[config.mk]
export PLATFORM = sky130hd
export DESIGN_NAME = conv1_window_ctrl
export DESIGN_NICKNAME = d
export VERILOG_FILES = /design/src/rtl/conv1_window_ctrl.sv
export SDC_FILE = /design/constraint.sdc
export NUM_CORES = 1
export LEC_CHECK = 0
export CORE_ASPECT_RATIO = 1.1
export CORE_MARGIN = 2
export CORE_UTILIZATION = 40
export DETAILED_ROUTE_END_ITERATION = 12
export GPL_TIMING_DRIVEN = 0
export PLACE_DENSITY = 0.69
export REMOVE_ABC_BUFFERS = 1
export SLEW_MARGIN = 0
export SYNTH_ARGS = -nofsm -noshare
export SYNTH_HDL_FRONTEND = slang
export SYNTH_SLANG_ARGS = --single-unit
[constraint.sdc]
create_clock -name clk -period 4.9 [get_ports clk]
set_clock_uncertainty 0.15 [all_clocks]
set_input_delay 0.98 -clock clk [delete_from_list [all_inputs] [get_ports clk]]
set_output_delay 0.98 -clock clk [all_outputs]
set_load 0.05 [all_outputs]
[src/rtl/conv1_window_ctrl.sv]
// conv1_window_ctrl: sequences a raster pixel stream into a line buffer
// (2*IMG_W+3 deep) and flags when the buffer output holds a full 3x3 window.
// Optional build macro: CONV1_STRIDE2_EN -- only windows whose top-left
// coordinate is even in both axes are flagged, and coordinates are halved.
//
// Handshake: a pixel is transferred on a rising edge where pix_valid and
// pix_ready are both high; pix_ready depends only on state and fifo_full,
// never on pix_valid, and pix_data must be stable while pix_valid is high.
module conv1_window_ctrl #(
  parameter int DATA_WIDTH = 16,
  parameter int IMG_W      = 224,
  parameter int IMG_H      = 224,
  localparam int RW = (IMG_H > 1) ? $clog2(IMG_H) : 1,
  localparam int CW = (IMG_W > 1) ? $clog2(IMG_W) : 1
) (
  input  logic                  clk,
  input  logic                  rst,
  input  logic                  start,
  input  logic                  pix_valid,
  input  logic [DATA_WIDTH-1:0] pix_data,
  output logic                  pix_ready,
  output logic [DATA_WIDTH-1:0] fifo_data_in,
  output logic                  fifo_wr_en,
  output logic                  fifo_rd_en,
  output logic                  fifo_rst,
  input  logic                  fifo_full,
  input  logic                  fifo_empty,
  output logic                  win_valid,
  output logic [RW-1:0]         win_row,
  output logic [CW-1:0]         win_col,
  output logic                  busy,
  output logic                  frame_done,
  output logic [2:0]            dbg_state
);

  typedef enum logic [2:0] {
    S_IDLE   = 3'd0,
    S_CLR    = 3'd1,
    S_FILL   = 3'd2,
    S_STREAM = 3'd3,
    S_DONE   = 3'd4
  } state_t;

  state_t          state_q, state_d;
  logic [CW-1:0]   col_q, col_d;
  logic [RW-1:0]   row_q, row_d;
  logic            win_valid_q, win_valid_d;
  logic [RW-1:0]   win_row_q, win_row_d;
  logic [CW-1:0]   win_col_q, win_col_d;

  logic            accept;
  logic            last_col;
  logic            last_pix;
  logic            fill_last;
  logic [RW-1:0]   row_m2;
  logic [CW-1:0]   col_m2;
  logic            win_hit;

  // The empty flag carries no sequencing meaning here.
  logic unused_fifo_empty;
  assign unused_fifo_empty = fifo_empty;

  // Handshake and line-buffer strobes; everything is held off during reset.
  assign pix_ready    = rst && ((state_q == S_FILL && !fifo_full) || state_q == S_STREAM);
  assign accept       = pix_valid && pix_ready;
  assign fifo_wr_en   = accept;
  assign fifo_rd_en   = accept && (state_q == S_STREAM);
  assign fifo_rst     = !rst || (state_q == S_CLR);
  assign fifo_data_in = pix_data;
  assign busy         = (state_q != S_IDLE);
  assign frame_done   = (state_q == S_DONE);
  assign dbg_state    = state_q;
  assign win_valid    = win_valid_q;
  assign win_row      = win_row_q;
  assign win_col      = win_col_q;

  // Position decodes of the pixel currently offered.
  assign last_col  = (col_q == CW'(IMG_W - 1));
  assign last_pix  = last_col && (row_q == RW'(IMG_H - 1));
  // Pixel (2,2) is the (2*IMG_W+3)th of the frame: the buffer is then primed.
  assign fill_last = (row_q == RW'(2)) && (col_q == CW'(2));
  assign row_m2    = row_q - RW'(2);
  assign col_m2    = col_q - CW'(2);

  // Next state of the frame sequencer.
  always_comb begin
    state_d = state_q;
    case (state_q)
      S_IDLE:   if (start) state_d = S_CLR;
      S_CLR:    state_d = S_FILL;
      S_FILL: begin
        if (accept && last_pix)       state_d = S_DONE;
        else if (accept && fill_last) state_d = S_STREAM;
      end
      S_STREAM: if (accept && last_pix) state_d = S_DONE;
      S_DONE:   state_d = S_IDLE;
      default:  state_d = S_IDLE;
    endcase
  end

  // Raster position counters, advanced only by accepted pixels.
  always_comb begin
    col_d = col_q;
    row_d = row_q;
    if (state_q == S_CLR) begin
      col_d = '0;
      row_d = '0;
    end else if (accept) begin
      if (last_col) begin
        col_d = '0;
        row_d = last_pix ? '0 : row_q + RW'(1);
      end else begin
        col_d = col_q + CW'(1);
      end
    end
  end

  // Window flag for the pixel accepted this cycle, presented next cycle.
  always_comb begin
    win_row_d = win_row_q;
    win_col_d = win_col_q;
`ifdef CONV1_STRIDE2_EN
    win_hit = accept && (row_q >= RW'(2)) && (col_q >= CW'(2)) && !row_m2[0] && !col_m2[0];
    if (win_hit) begin
      win_row_d = row_m2 >> 1;
      win_col_d = col_m2 >> 1;
    end
`else
    win_hit = accept && (row_q >= RW'(2)) && (col_q >= CW'(2));
    if (win_hit) begin
      win_row_d = row_m2;
      win_col_d = col_m2;
    end
`endif
    win_valid_d = win_hit;
  end

  // State, counter and window registers with synchronous active-low reset.
  always_ff @(posedge clk) begin
    if (!rst) begin
      state_q     <= S_IDLE;
      col_q       <= '0;
      row_q       <= '0;
      win_valid_q <= 1'b0;
      win_row_q   <= '0;
      win_col_q   <= '0;
    end else begin
      state_q     <= state_d;
      col_q       <= col_d;
      row_q       <= row_d;
      win_valid_q <= win_valid_d;
      win_row_q   <= win_row_d;
      win_col_q   <= win_col_d;
    end
  end

endmodule

# Yosys cells after proc, flatten, opt, wreduce, memory -nomap -nowiden
# Cells that the tools add are included.
# classes
add_sub_neg	4
order_cmp	2
n_eq_ne	11
mux	7
bitwise	1
reduce_logical	19
# op_table
operator	n
8-bit by 1-bit adder with 8-bit output (second input constant)	2
8-bit by 2-bit == test with 1-bit output (second input constant)	2
8-bit == test (second input constant)	2
8-bit by 2-bit greater-or-equal comparator with 1-bit output (second input constant)	2
8-bit two-way mux	2
8-bit by 2-bit subtractor with 8-bit output (second input constant)	2
3-bit two-way mux	4
3-bit one-hot mux with 4 select lines	1
1-bit logical AND	10
3-bit by 2-bit == test with 1-bit output (second input constant)	2
3-bit by 1-bit == test with 1-bit output (second input constant)	1
3-bit == test (second input constant)	1
3-bit zero test	1
3-bit by 1-bit inequality test with 1-bit output (second input constant)	1
3-bit AND reduction	1
3-bit nonzero test	1
1-bit zero test	2
1-bit logical OR	2
2-bit by 1-bit inequality test with 1-bit output (second input constant)	1
2-bit inequality test (second input constant)	1
2-bit AND reduction	1
2-bit OR reduction	1
1-bit inverter	1
# totals
ff_bits	36
in_bits	22
out_inout_bits	42
word_cells	50

# Depth between registers and ports, before layout
# Gate-level depths: netlist of run 1.
# depth
ltp_word	9
ltp_mapped	8
ltp_nobuf	7

# Least setup slack after synthesis of run 1
# No wires, ideal clock.
# synth_timing
path_kind	in2out
startpoint	input rst
endpoint	output fifo_rd_en
arrival_ns	2.325
required_time_ns	3.770
slack_ns	1.445
cell_stages	5
n_path_buf	2
cell_sequence	buf_4 nand2_1 or3_1 buf_4 nor2_1
# synth_via
elab_chain_cells	3
# synth_rtl
item	line	text
from (decl)	17	input logic rst,
1-bit logical AND	64	assign pix_ready = rst && ((state_q == S_FILL && !fifo_full) || state_q == S_STREAM);
1-bit logical AND	65	assign accept = pix_valid && pix_ready;
1-bit logical AND	67	assign fifo_rd_en = accept && (state_q == S_STREAM);
to (decl)	24	output logic fifo_rd_en,
# Every way passes these cells.

# Worst setup path after layout of run 1
# Ends and elaborated chain as after synthesis.

==> results of run 1 <==
## worst max path at each step
| stage | startpoint | endpoint | slack, ns | depth (start not counted) |
|---|---|---|---|---|
| after floorplan | fifo_full | fifo_rd_en | 1.46 | 3 |
| after global placement | rst | fifo_rd_en | 0.17 | 5 |
| after detailed placement | rst | fifo_wr_en | 0.18 | 5 |
| after CTS | rst | fifo_wr_en | 0.17 | 5 |
| after global routing | rst | fifo_wr_en | 0.05 | 5 |
| final | rst | fifo_rd_en | 0.19 | 5 |
## critical path, cell delays in order
cell	delay, ns
clkdlybuf4s50_1	0.89
nand2_1	0.13
or3_1	0.57
nor2_1	0.19
clkdlybuf4s50_1	0.82
## state kept, by name (all words and copies together) (netlist names)
signal and count:
win_valid 1, dbg_state 3, row_q 8, win_col 8, win_row 8, col_q 8
## power groups by stage
stage | logic, mW | registers (mW) | clock network [mW]
CTS | 0.0558 | 0.298 | 0.217
floorplan | 0.0304 | 0.310 | 0
global placement | 0.0554 | 0.305 | 0
detailed placement | 0.0556 | 0.305 | 0
finish | 0.0556 | 0.298 | 0.209
global route | 0.0598 | 0.298 | 0.227
## Yosys cell counts, types with 2 or more instances
master	number	area [µm²]
nand3_1	6	30.0
buf_2	2	10.0
inv_1	10	37.5
nand2b_1	2	12.5
and4_1	3	26.3
nand2_1	25	93.8
o21ai_0	3	15.0
clkbuf_1	7	26.3
o31ai_1	5	37.5
a311oi_1	2	17.5
or4_1	3	22.5
nor2b_1	2	12.5
a21oi_1	7	35.0
nand4_1	3	18.8
or3_1	3	18.8
dfxtp_1	36	721
nor2_1	14	52.6
ha_1	8	100
nor3_1	10	50.1
buf_4	19	143
and2_1	3	18.8
nor4_1	4	25.0
a31oi_1	5	31.3
xor2_1	3	26.3
mux2i_1	13	130
xnor2_1	10	87.6
nand3_4	2	35.0
a211oi_1	6	45.0
nand3b_1	2	15.0
## area by class of cell
class	count	area (µm²)
fill	512	2700
multi-input combinational	164	1120
sequential	36	721
timing repair buffer	30	300
tap	58	72.6
clock buffer	5	68.8
inverter	13	61.3
clock inverter	3	18.8
## cells by family after synthesis
group / Yosys count / synth area share (%)
and+or+nand+nor: 94 / 25.0
buffers and inverters: 44 / 13.4
AOI/OAI and AO/OA: 36 / 11.6
DFF: 36 / 33.8
xor gates and xnor gates: 13 / 5.34
muxes: 13 / 6.10
adders and majority gates: 8 / 4.70
## metal layers
metal,GRT usage (%),up-vias
li1,-,853
met1,21.0,799
met2,26.5,73
met3,6.90,7
met4,6.91,0
met5,3.03,-
## metrics by stage
step	cells	utilization [%]	area, µm²	setup slack [ns]
5_1_grt	309	46.7	2370	0.0529
4_1_cts	309	46.7	2370	0.174
2_1_floorplan	213	-	1910	1.46
3_3_place_gp	301	45.0	2280	0.173
6_report	309	46.7	2370	0.186
3_5_place_dp	301	45.0	2280	0.181
==> summary.txt, run 1 <==
Run status
  – Status: complete, no violations

Clock tree
  – Post-CTS Resized: 0
  – Post CTS Setup Buffer Count: 0
  – # hold bufs at CTS: 0
  – CTS Sinks: 36
  – Reg clk slew, reported paths: 0.08 ns
  – Clock Latency Late Sink: 0.29 ns
  – Root Driver: clkbuf_8
  – Num CTS Buffers: 5
  – Clock tree from TritonCTS: yes
  – CTS max path bufs: 2
  – # H-tree levels: 2

Power
  – LEAKAGE: 0.923 nW
  – Pwr Total: 0.562 mW
  – Logic pwr share: 9.9%
  – Switch share: between 20% and 30%
  – Pint: 0.412 mW
  – Peak supply drop: 0.000131 V
  – Switch Pwr: 0.151 mW
  – Clock power frac: 37.1%
  – Seq pwr share: 53.0%
  – Power Density: 238 nW/µm²

Layout
  – Area delta synth->final: 11.0%
  – Layout Nets: 280
  – Most common cell after layout, fill and taps aside: dfxtp_1
  – Layout cells sized above 1: 7.17%
  – Antenna fix cells: 0
  – Most frequent cells in the layout: dfxtp_1 (36), clkdlybuf4s50_1 (30), nand2_1 (25)

Min path
  – End of the worst hold path: win_row[1]
  – Hold Crit Class: flip-flop to flip-flop
  – Worst Min Path Start: win_row[1]
  – Worst Hold Depth: 2

Setup path
  – Startpoint Class: input pin
  – R2r worst-path depth: 5
  – Critical R2R Capture: win_row[6]
  – Crit path kind: input pin to output port
  – R2R Setup Slk: approximately 2.7 ns
  – Largest fanout on the critical path: 17
  – Required @ worst endpoint: 3.77 ns
  – R2R Path Start: row_q[5]
  – CP arrival: 3.58 ns
  – CP endpoint kind: output port

Global routing
  – Total global routing overflow: 0
  – First-pass GRT wire length: 7870 µm
  – Largest net degree at the start of global routing: 18
  – Antenna violations before repair: 0
  – Vias in the first global route: 1697
  – Total Routing Usage GR: 17.2%

Floorplan
  – Rows: 27
  – Die W: 73.6 µm
  – Starting density of the core: 42.1%
  – Die Area: 5930 µm²
  – Core area: ~5000 µm²
  – Die height: approximately 81 µm
  – Ports: 64

Logic synthesis
  – Number of synthesized flops with an enable pin: 0
  – Gate Count Post-Synth: ~240
  – Primary FF master, synth: dfxtp_1
  – Yosys warning count: 0
  – Avg Inst Size Synth: 8.74 µm²
  – Count of state elements after synthesis: 36
  – Mapped cell area: 2130 µm²
  – Distinct cells, synth: 55
  – Register area share after synthesis: 33.8%
  – Asr flop ratio synth: 0%

STA
  – Max-slew headroom: 51.8%
  – Slew Limit Fails: 0
  – RSZ-0062 raised after global routing: no
  – Final hold slack: 0.309 ns
  – Min Clock Period, post-route: 4.71 ns
  – Final setup vio count: 0
  – Final hold vios: 0
  – Setup_tns: 0 ns
  – Max Fclk: 212 MHz
  – Worst Max-Slew Pin Slew: 0.717 ns
  – Ratio of final minimum period to clock period: 96.2%

Placement
  – RD Place Congestion: 0.834
  – I/O Buffers: 30
  – Post-DP HPWL: 3340 µm

Run
  – Total of max-cap violations: 0

Routing
  – DRC viols: 0
  – WL per Instance: 15.1 µm
  – 1st-iter DRT viols: approximately 60
  – TritonRoute pass-1 iters: 4
  – Final WL: 4670 µm
  – Highest metal used: met4
  – Vias per cell: 5.61
  – DR vias: 1732
  – Metal2 WL: 1980 µm
  – Wl on met1: 2190 µm
  – Detail Route Antenna Nets: 0
  – Routed wl met3: 422 µm
Power figures use the tool's default switching activity.
==> run 2, diff against run 1 <==
--- a/config.mk
+++ b/config.mk
@@ -5,11 +5,13 @@
 export SDC_FILE = /design/constraint.sdc
 export NUM_CORES = 1
 export LEC_CHECK = 0
+export ABC_CLOCK_PERIOD_IN_PS = 4900
 export CORE_ASPECT_RATIO = 1.1
 export CORE_MARGIN = 2
 export CORE_UTILIZATION = 40
 export DETAILED_ROUTE_END_ITERATION = 12
 export GPL_TIMING_DRIVEN = 0
+export MAX_ROUTING_LAYER = met4
 export PLACE_DENSITY = 0.69
 export REMOVE_ABC_BUFFERS = 1
 export SLEW_MARGIN = 0
==> run 2 against run 1 <==
Effect of this change: global-route usage grew 0.45 points; register-to-register slack is essentially flat; maximum frequency is essentially flat; critical endpoint unchanged; largest power group unchanged; highest routed layer unchanged.
==> summary.txt, run 2 (same netlist as run 1, synthesis figures left out) <==
Run status
  – Status: complete, no violations

Power
  – LEAKAGE: 0.923 nW (unchanged)
  – Pint: 0.412 mW (about the same)
  – Clock power frac: 37.3% (+0.2 points)
  – Power Density: 238 nW/µm² (+0.23%)
  – Switch Pwr: 0.152 mW (+0.84%)
  – Seq pwr share: 52.9% (about the same)
  – Logic pwr share: 9.9% (about the same)
  – Switch share: 27.0% (+0.17 points)
  – Peak supply drop: 0.000131 V (about the same)

Clock tree
  – CTS Sinks: 36 (unchanged)
  – Post CTS Setup Buffer Count: 0 (unchanged)
  – Root Driver: clkbuf_8
  – Clock Latency Late Sink: 0.29 ns (about the same)
  – CTS max path bufs: 2 (unchanged)
  – Post-CTS Resized: 0 (unchanged)
  – Num CTS Buffers: 5 (unchanged)
  – Reg clk slew, reported paths: 0.08 ns (about the same)
  – # hold bufs at CTS: 0 (unchanged)
  – # H-tree levels: 2 (unchanged)
  – Clock tree from TritonCTS: yes

Placement
  – RD Place Congestion: 0.846 (+1.5%)
  – Pre-CTS WS: 0.181 ns (unchanged)
  – DP Area: 2280 µm² (unchanged)
  – I/O Buffers: 30 (unchanged)
  – Post-DP HPWL: 3340 µm (unchanged)

Run
  – Total of max-cap violations: 0 (unchanged)

Routing
  – Vias per cell: 5.61 (+0.12%)
  – WL per Instance: 15.1 µm (+0.17%)
  – Detail Route Antenna Nets: 0 (unchanged)
  – DRC viols: 0 (unchanged)
  – TritonRoute pass-1 iters: 4 (unchanged)
  – Final WL: 4670 µm (+0.17%)
  – DR vias: 1734 (+0.12%)
  – 1st-iter DRT viols: 56 (-5.1%)

Global routing
  – Total global routing overflow: 0 (unchanged)
  – First-pass GRT wire length: 7870 µm (about the same)
  – Antenna violations before repair: 0 (unchanged)
  – Largest net degree at the start of global routing: 18 (unchanged)
  – Total Routing Usage GR: 17.7% (+0.45 points)
  – Vias in the first global route: 1690 (-0.41%)

Layout
  – Layout cells sized above 1: 7.17% (unchanged)
  – Final instance area: 2370 µm² (unchanged)
  – Antenna fix cells: 0 (unchanged)
  – Area delta synth->final: 11.0% (unchanged)
  – Most common cell after layout, fill and taps aside: dfxtp_1
  – Footprint of the multi-input gates: 1120 µm² (unchanged)
  – Register area: 721 µm² (unchanged)
  – Layout Nets: 280 (unchanged)
  – Most frequent cells in the layout: dfxtp_1 (36), clkdlybuf4s50_1 (30), nand2_1 (25)
  – Final core utilization: 46.7% (unchanged)
  – Layout fillers: 512 (unchanged)

Setup path
  – CP peak stage delay: 0.89 ns (about the same)
  – CP arrival: 3.59 ns (about the same)
  – Worst path cell trace: clkdlybuf4s50_1, nand2_1, or3_1, nor2_1, clkdlybuf4s50_1
  – CP endpoint kind: output port
  – Crit path kind: input pin to output port
  – Startpoint Class: input pin
  – Cell repeated most along the worst path: clkdlybuf4s50_1
  – Required @ worst endpoint: 3.77 ns (about the same)
  – Largest fanout on the critical path: 17 (unchanged)
  – Slowest CP cell: clkdlybuf4s50_1

STA
  – Ratio of final minimum period to clock period: 96.3% (about the same)
  – Min Clock Period, post-route: 4.72 ns (+0.00213 ns)
  – Max-slew headroom: 52.6% (+0.78 points)
  – Setup_tns: 0 ns (unchanged)
  – Final hold vios: 0 (unchanged)
  – Worst Max-Slew Pin Slew: 0.705 ns (-0.0117 ns)
  – Setup WS post-layout: 0.184 ns (-0.00213 ns)
  – Slew Limit Fails: 0 (unchanged)
  – Max Fclk: 212 MHz (about the same)
  – Final setup vio count: 0 (unchanged)
  – Final hold slack: 0.309 ns (-0.00000400 ns)
  – RSZ-0062 raised after global routing: no

Floorplan
  – Starting density of the core: 42.1% (unchanged)
  – Core area: 5070 µm² (unchanged)
  – Die height: 80.6 µm (unchanged)
  – Die Area: 5930 µm² (unchanged)
  – Ports: 64 (unchanged)
  – Die W: 73.6 µm (unchanged)
  – Rows: 27 (unchanged)

Min path
  – Hold Crit Class: flip-flop to flip-flop
run 2: final timing paths:
path,start,to,slack (ns),cells after the start
worst min-delay path,win_row[1],win_row[1],0.31,2
worst max-delay path,rst,fifo_rd_en,0.18,5
worst max register to register,row_q[5],win_row[6],2.74,5
worst min register to register,win_row[1],win_row[1],0.31,2
run 2: critical path, delay by kind of cell:
family                 cells  cell delay (ns)
AND/OR/NAND/NOR            3             0.89
buffers and inverters      2             1.71
run 2: per-layer routing:
layer | track usage (%) | vias up | routed length [µm]
met3 | 7.03 | 2 | 436
li1 | - | 853 | -
met4 | 6.91 | 0 | 32
met5 | - | - | 0
met1 | 21.2 | 796 | 2180
met2 | 26.5 | 83 | 2030
run 2: final cells by class:
| type | count | share of cell area, % |
|---|---|---|
| multi-input cells | 164 | 47.5 |
| clock inverters | 3 | 0.793 |
| well taps | 58 | 3.07 |
| clock buffers | 5 | 2.91 |
| inverters | 13 | 2.59 |
| repair buffers | 30 | 12.7 |
| flip-flops and latches | 36 | 30.4 |
run 2: stage by stage:
stage / instances / total power [mW]
after floorplan: 213 / 0.340
after global placement: 301 / 0.360
after detailed placement: 301 / 0.360
after CTS: 309 / 0.571
after global routing: 309 / 0.586
final: 309 / 0.564
run 2: power by group through the flow:
stage	Sequential, mW	Combinational, mW	Clock, mW
detailed placement	0.305	0.0556	0
CTS	0.298	0.0558	0.217
finish	0.298	0.0556	0.210
global placement	0.305	0.0554	0
global route	0.298	0.0598	0.227
floorplan	0.310	0.0304	0
